$ cat config.mk
export PLATFORM = sky130hd
export DESIGN_NAME = fpu_seq
export DESIGN_NICKNAME = d
export VERILOG_FILES = /design/src/rtl/fpu_seq.sv
export SDC_FILE = /design/constraint.sdc
export NUM_CORES = 1
export LEC_CHECK = 0
export BUFFER_PORTS_ARGS = -buffer_cell sky130_fd_sc_hd__buf_2
export CAP_MARGIN = 20
export CELL_PAD_IN_SITES_DETAIL_PLACEMENT = 1
export CELL_PAD_IN_SITES_GLOBAL_PLACEMENT = 1
export CORE_MARGIN = 3
export CORE_UTILIZATION = 32
export CTS_CLUSTER_DIAMETER = 30
export DETAILED_ROUTE_END_ITERATION = 7
export GPL_TIMING_DRIVEN = 1
export PLACE_DENSITY = 0.8
export REMOVE_ABC_BUFFERS = 1
export SYNTH_ARGS = -nofsm -noshare
export SYNTH_HDL_FRONTEND = slang
export SYNTH_SLANG_ARGS = --single-unit
$ cat constraint.sdc
create_clock -name clk -period 2.08 [get_ports clk]
set_input_delay 0.52 -clock clk [delete_from_list [all_inputs] [get_ports clk]]
set_output_delay 0.52 -clock clk [all_outputs]
set_load 0.005 [all_outputs]
$ cat src/rtl/fpu_seq.sv
// rtl/fpu_seq.sv - table-driven FPU operation sequencer
//
// Purpose:
//   Accepts one FPU operation at a time, performs one (f ops) or two
//   (pp ops) lookup-table reads with a TBL_LAT-cycle read latency, then
//   holds the assembled 16-bit result until the consumer takes it.
//
// Ports:
//   clk, reset                 single clock, synchronous active-high reset
//   req_valid/req_ready        operation handshake (ready only in IDLE)
//   req_op, req_rd, req_rs     opcode {Op0,Op1}, operand a, operand b
//   req_dst                    destination tag carried to res_dst
//   tbl_en, tbl_addr           table read strobe, address {fn, a, b}
//   tbl_rdata                  table data, TBL_LAT cycles after tbl_en
//   res_valid/res_ready        result handshake
//   res_data, res_dst          held result and its tag
//   busy                       high outside IDLE
//   err                        one-cycle pulse for an unsupported opcode
//
// Configuration:
//   FPU_SEQ_NEG_BYPASS_EN      when defined, negf skips the table and
//                              flips the sign bit of rd directly.

module fpu_seq #(
  parameter int TBL_LAT = 1
) (
  input  logic        clk,
  input  logic        reset,
  input  logic        req_valid,
  output logic        req_ready,
  input  logic [7:0]  req_op,
  input  logic [15:0] req_rd,
  input  logic [15:0] req_rs,
  input  logic [3:0]  req_dst,
  output logic        tbl_en,
  output logic [18:0] tbl_addr,
  input  logic [7:0]  tbl_rdata,
  output logic        res_valid,
  input  logic        res_ready,
  output logic [15:0] res_data,
  output logic [3:0]  res_dst,
  output logic        busy,
  output logic        err
);

  typedef enum logic [2:0] {
    IDLE     = 3'd0,
    ISSUE_LO = 3'd1,
    WAIT_LO  = 3'd2,
    ISSUE_HI = 3'd3,
    WAIT_HI  = 3'd4,
    DONE     = 3'd5
  } state_t;

  // Extra wait cycles beyond the first one spent in each WAIT state.
  localparam logic [1:0] CNT_INIT = 2'(TBL_LAT - 1);

  state_t      state_q, state_d;
  logic [1:0]  cnt_q, cnt_d;
  logic [2:0]  fn_q;
  logic        pp_q;
  logic [15:0] rd_q, rs_q;
  logic [7:0]  lo_q;
  logic [15:0] res_data_q;
  logic [3:0]  res_dst_q;
  logic        err_q;

  logic        dec_ok;
  logic [2:0]  dec_fn;
  logic        dec_pp;
  logic        dec_byp;
  logic        accept;
  logic        take;
  logic        last_lo;
  logic        last_hi;
  logic        unary;
  logic [7:0]  op_a, op_b;

  // Opcode decode
  always_comb begin
    dec_ok = 1'b1;
    dec_fn = 3'd0;
    dec_pp = 1'b0;
    case (req_op)
      8'h60: dec_fn = 3'd0;
      8'h61: begin dec_fn = 3'd0; dec_pp = 1'b1; end
      8'h62: dec_fn = 3'd1;
      8'h63: begin dec_fn = 3'd1; dec_pp = 1'b1; end
      8'h24: dec_fn = 3'd2;
      8'h25: begin dec_fn = 3'd2; dec_pp = 1'b1; end
      8'h28: dec_fn = 3'd3;
      8'h22: dec_fn = 3'd4;
      8'h20: dec_fn = 3'd5;
      default: dec_ok = 1'b0;
    endcase
  end

`ifdef FPU_SEQ_NEG_BYPASS_EN
  assign dec_byp = dec_ok && (dec_fn == 3'd3);
`else
  assign dec_byp = 1'b0;
`endif

  assign accept  = (state_q == IDLE) && req_valid;
  assign take    = accept && dec_ok;
  assign last_lo = (state_q == WAIT_LO) && (cnt_q == 2'd0);
  assign last_hi = (state_q == WAIT_HI) && (cnt_q == 2'd0);

  // State and datapath registers
  always_ff @(posedge clk) begin
    if (reset) begin
      state_q    <= IDLE;
      cnt_q      <= 2'd0;
      fn_q       <= 3'd0;
      pp_q       <= 1'b0;
      rd_q       <= 16'h0000;
      rs_q       <= 16'h0000;
      lo_q       <= 8'h00;
      res_data_q <= 16'h0000;
      res_dst_q  <= 4'h0;
      err_q      <= 1'b0;
    end else begin
      state_q <= state_d;
      cnt_q   <= cnt_d;
      err_q   <= accept && !dec_ok;
      if (take) begin
        fn_q      <= dec_fn;
        pp_q      <= dec_pp;
        rd_q      <= req_rd;
        rs_q      <= req_rs;
        res_dst_q <= req_dst;
        if (dec_byp) begin
          res_data_q <= {8'h00, ~req_rd[7], req_rd[6:0]};
        end
      end
      if (last_lo) begin
        lo_q <= tbl_rdata;
        if (!pp_q) begin
          // f2i sign-extends its byte; other f ops zero-extend.
          res_data_q <= (fn_q == 3'd4) ? {{8{tbl_rdata[7]}}, tbl_rdata}
                                       : {8'h00, tbl_rdata};
        end
      end
      if (last_hi) begin
        res_data_q <= {tbl_rdata, lo_q};
      end
    end
  end

  // Next-state logic
  always_comb begin
    state_d = state_q;
    cnt_d   = cnt_q;
    case (state_q)
      IDLE: begin
        if (take) begin
          state_d = dec_byp ? DONE : ISSUE_LO;
        end
      end
      ISSUE_LO: begin
        state_d = WAIT_LO;
        cnt_d   = CNT_INIT;
      end
      WAIT_LO: begin
        if (cnt_q == 2'd0) begin
          state_d = pp_q ? ISSUE_HI : DONE;
        end else begin
          cnt_d = cnt_q - 2'd1;
        end
      end
      ISSUE_HI: begin
        state_d = WAIT_HI;
        cnt_d   = CNT_INIT;
      end
      WAIT_HI: begin
        if (cnt_q == 2'd0) begin
          state_d = DONE;
        end else begin
          cnt_d = cnt_q - 2'd1;
        end
      end
      DONE: begin
        if (res_ready) begin
          state_d = IDLE;
        end
      end
      default: state_d = IDLE;
    endcase
  end

  // Output logic
  assign unary = fn_q[2] | fn_q[1];

  always_comb begin
    req_ready = (state_q == IDLE);
    busy      = (state_q != IDLE);
    tbl_en    = (state_q == ISSUE_LO) || (state_q == ISSUE_HI);
    res_valid = (state_q == DONE);
    op_a      = (state_q == ISSUE_HI) ? rd_q[15:8] : rd_q[7:0];
    op_b      = (state_q == ISSUE_HI) ? rs_q[15:8] : rs_q[7:0];
    if (unary) begin
      op_b = 8'h00;
    end
    tbl_addr  = {fn_q, op_a, op_b};
    res_data  = res_data_q;
    res_dst   = res_dst_q;
    err       = err_q;
  end

endmodule

Word level (Yosys, flattened, before mapping)
Index checks and enable logic that the tools add are counted.
{"block": "word_totals", "ff_bits": 70, "in_bits": 56, "output_inout_bits": 44}
{"block": "classes", "addsub": 1, "n_eq_ne": 21, "mux": 18, "bitwise_logic": 1, "n_reduce_logical": 21}
{"operator": "16-bit 2-to-1 mux", "count": 4}
{"operator": "8-bit by 6-bit equality test with 1-bit output, second input constant", "count": 5}
{"operator": "8-bit by 7-bit equality test with 1-bit output, second input constant", "count": 4}
{"operator": "8-bit 2-to-1 mux", "count": 3}
{"operator": "3-bit case mux with 6 select lines", "count": 1}
{"operator": "3-bit 2-to-1 mux", "count": 5}
{"operator": "3-bit case mux with 5 select lines", "count": 1}
{"operator": "2-bit by 1-bit != test with 1-bit output, second input constant", "count": 5}
{"operator": "3-bit equality test, second input constant", "count": 3}
{"operator": "9-bit OR reduction", "count": 1}
{"operator": "2-bit OR reduction", "count": 4}
{"operator": "3-bit by 2-bit equality test with 1-bit output, second input constant", "count": 2}
{"operator": "1-bit logical AND", "count": 5}
{"operator": "2-bit case mux with 2 select lines", "count": 1}
{"operator": "2-bit AND reduction", "count": 2}
{"operator": "4-bit AND reduction", "count": 1}
{"operator": "2-bit nonzero test", "count": 2}
{"operator": "3-bit by 1-bit equality test with 1-bit output, second input constant", "count": 1}
{"operator": "3-bit zero test", "count": 1}
{"operator": "3-bit nonzero test", "count": 1}
{"operator": "3-bit OR reduction", "count": 1}
{"operator": "2-bit zero test", "count": 1}
{"operator": "1-bit 2-to-1 mux", "count": 2}
{"operator": "2-bit 2-to-1 mux", "count": 1}
{"operator": "5 further kinds", "count": 5}

Logic depth before layout (Yosys ltp)
{"block": "logic_depth", "word_depth": 6, "ltp_mapped": 7, "ltp_nobuf": 6}

Least setup slack after synthesis
Ideal clock, no wire load.
{"block": "synth_path", "kind": "input to register", "from": "input port req_op[4]", "to": "register rd_q[15]", "setup_time_ns": 0.132, "arrival_time_ns": 1.880, "path_slack_ns": 0.068, "path_stages": 7, "path_cell_list": "or3b_2 > clkbuf_1 > or2_1 > buf_2 > clkbuf_1 > o21ai_0 > a21oi_1"}
{"block": "synth_between", "elab_chain_cells": 4, "elab_cells_between_ends": 12, "cone_classes": "9 x eq/ne; 1 x mux; 2 x reduce/logical"}
{"item": "start, declared", "line_no": "31", "source": "input logic [7:0] req_op,"}
{"item": "8-bit by 6-bit equality test with 1-bit output or 8-bit by 7-bit equality test with 1-bit output (tied branches)", "line_no": "84", "source": "case (req_op)"}
{"item": "9-bit OR reduction (no source line) (*)"}
{"item": "1-bit 2-to-1 mux (*)", "line_no": "84"}
{"item": "1-bit logical AND (*)", "line_no": "105", "source": "assign take = accept && dec_ok;"}
{"item": "end signal, assigned", "line_no": "129", "source": "rd_q <= req_rd;"}
{"item": "end, declared", "line_no": "62", "source": "logic [15:0] rd_q, rs_q;"}
Every way passes the cells marked *; elsewhere a longest branch is shown, timed or not.
A chain may end at the register's enable or synchronous reset.

Final worst setup path
{"block": "layout_path", "from": "register state_q[2]", "to": "output port tbl_addr[2]"}
{"block": "layout_between", "elab_chain_cells": 3}
{"item": "start, declared", "line_no": "58", "source": "state_t state_q, state_d;"}
{"item": "start signal, assigned", "line_no": "123", "source": "state_q <= state_d;"}
{"item": "3-bit by 2-bit equality test with 1-bit output", "line_no": "200", "source": "op_b = (state_q == ISSUE_HI) ? rs_q[15:8] : rs_q[7:0];"}
{"item": "8-bit 2-to-1 mux", "line_no": "200"}
{"item": "8-bit 2-to-1 mux", "line_no": "201", "source": "if (unary) begin"}
{"item": "end, declared", "line_no": "36", "source": "output logic [18:0] tbl_addr,"}
Every way passes these cells.

==> results.md <==
* Initial antenna violation count at 0
* Top Ports at 100
* Fin Clk Skew at around 0.013 ns
* Global-route wire length before repair at 16,900 um
* Core area at between 9000 and 10,000 um^2
* MaxCap Viol Count at 0
* CTS max path bufs at 2
* Post-Route Setup TNS at 0 ns
* Async SR Flop Fraction at 0%
* Max VDD drop at around 0.39 mV
* Violation count after the first detailed-route iteration at 77
* CTS tree: done
* Main synth FF type: dfxtp_1
* Post-Syn Instances at between 400 and 500
* Footprint of the multi-input gates at 1640 um^2
* Final Instance Area at 4210 um^2
* Storage cell area at 1400 um^2
* Yosys top cell by area: dfxtp_1
* Unrepaired setup endpoints after global routing: yes
* Largest net degree at the start of global routing at approximately 50
* Fin crit share at 98.1%
* Final hold slack at 0.419 ns
* Final setup viols at 0
* Synthesized cell area at ~3100 um^2
* Synth cell types at 38
* DIE WIDTH at 105 um
* Yosys top cell area share at 44.6%
* Outcome: complete, no violations
* Clock sink count at 70
* Initial core utilization at 33.4%
* Worst slack at placement at 0.0182 ns
* Die Area at 11,100 um^2
* Clock Pin Slew Worst Setup and Hold Paths at 0.08 ns
* Filler instances at between 1,000 and 1,500
* Crit. End Element: output port
* Vias in the first global route at 3,470
* Port bufs at between 90 and 100
* Average routed wire per standard cell at about 16 um
* Post-synth EDFFs at 0
* Synth Register Bits at 70
* GPL Wtd Cong at 0.819
* Clock root buffer: clkbuf_8
* Worst Hold Class: in2reg
* Row Count at 35
* Slew Viols, Final at 0
* GRT Util Overall at 18.5%
* Fmax at 490 MHz
* Register area share after synthesis at about 45%
* WL final at between 10,000 and 15,000 um
* PD cells at between 700 and 800 nW/um^2
* Die H at 105 um
* Total gr overflow at 0
* Largest cells by area after synthesis: dfxtp_1, a21oi_1, nand2_1
* Worst Max-Slew Pin Slew at 0.595 ns
* DR DRC count at 0
* Lkg Pwr at 1.79 nW
* YS warnings at 0
* Total power draw at approximately 3.0 mW
* Clock latency on the worst-skew pair at 0.34 ns
* Minimum clock period at 2.04 ns
* WP data required at about 1.6 ns
* Share of layout cells above drive strength 1 at a little under a third
* Area delta synth->final at 33.9%
* Syn avg cell area at 7.73 um^2
* CTS Buf Count at 9
* Antenna fix cells at 0
* Hpwl dp at 6960 um
* Crit path launch type: flip-flop
* Antenna Violating Nets Remaining at 0
* Final Hold Fails at 0
* # H-tree levels at 3
* Slew headroom at 60.3%
* CTS Hold Buffers Added at 0
* Drt first pass iters at 4
* Critical path peak fanout at 10
* CP Class: reg2out
* Nets at ~560
* Routed vias at 3,343
* Post-DP Area at 3870 um^2
* Crit path DAT at 1.52 ns
* PnR worst setup slack at 0.0395 ns
* Via density at 5.25
## placed cells by master (no fill, tap or decap), drive strengths merged, types with 2 or more instances in the layout
master  instances
a21oi          59
mux2i          10
nand2          62
clkbuf         10
a221o           7
a211oi          8
or2             2
nor3            9
clkinv          2
nor2b           5
bufinv          3
mux2            2
inv             8
buf           117
or3b            2
a31oi           3
nand3          39
o21ai          44
nand4           3
dfxtp          70
nand2b          6
nor2           22
## cells in the mapped netlist, types with 2 or more instances
library cell,number
dfxtp_1,70
nand2_1,62
o21ai_0,42
o21ai_1,2
nor2_1,21
clkbuf_1,26
nand4_1,3
inv_1,8
a21oi_1,59
a221o_1,7
nand2b_1,6
nand3_1,39
mux2_2,2
or3b_2,2
nor2b_1,5
a211oi_1,8
a31oi_1,3
buf_2,5
nor3_1,9
mux2i_1,10
## report_power, final
part           internal (mW)  switching [mW]  total, mW
logic                  0.112           0.167      0.280
registers               1.36          0.0105       1.37
clock network          0.790           0.536       1.33
total                   2.26           0.714       2.97
## cells by family (layout without fill, tap and decap cells)
kind of cell,Yosys count,after routing,share of synthesized area (%)
AOI/OAI and AO/OA,127,127,22.7
adders and majority gates,2,2,0.716
buffers and inverters,40,141,4.97
DFF,70,70,44.6
muxes,12,12,3.90
and+or+nand+nor,156,156,23.2
## through the flow
stage / util, % / cells
after floorplan: - / 375
after global placement: 41.1 / 620
after detailed placement: 41.1 / 620
after CTS: 44.1 / 636
after global routing: 44.7 / 637
final: 44.7 / 637
## routing by layer
metal | vias to the layer above | part of all wire, % | GRT usage (%)
met2 | 96 | 47 | 29.6
met3 | 18 | 4.4 | 3.27
met4 | 0 | 1.9 | 6.65
li1 | 1622 | - | -
met5 | - | 0 | 0
met1 | 1607 | 47 | 24.8
## final timing paths
path	from	to	slack (ns)	cells after the start
setup / recovery	state_q[2]	tbl_addr[2]	0.04	6
hold / removal	req_dst[0]	res_dst[0]	0.42	3
hold reg to reg	lo_q[6]	lo_q[6]	0.46	2
setup reg to reg	state_q[1]	rs_q[9]	0.15	5
## flip-flops by register name, summed over array words and instances (netlist names)
| register | count |
|---|---|
| lo_q | 8 |
| res_data | 16 |
| rs_q | 16 |
| res_dst | 4 |
| cnt_q | 2 |
| state_q | 3 |
| fn_q | 3 |
| rd_q | 16 |
| err | 1 |
| pp_q | 1 |
## worst max-delay path, cell delays in order (launching register included)
cell and delay (ns):
dfxtp_2 0.35, nand2b_4 0.16, nor2_4 0.13, buf_12 0.14, nand2_1 0.07, a21oi_2 0.19, buf_2 0.14
## area by class of cell
cell class	count	share of cell area, %
clock buffers	9	2.94
clock inverters	6	2.64
inverters	8	0.713
multi-input cells	297	39.0
flip-flops and latches	70	33.3
well taps	129	3.83
repair buffers	118	17.5
## what timing repair did
action / CTS / global route
setup endpoints to repair: 8 / 16
gates cloned: 0 / 1
buffers inserted: 1 / 0
resized for setup: 7 / 10
pin swaps: 1 / 1
Power figures use the tool's default switching activity.
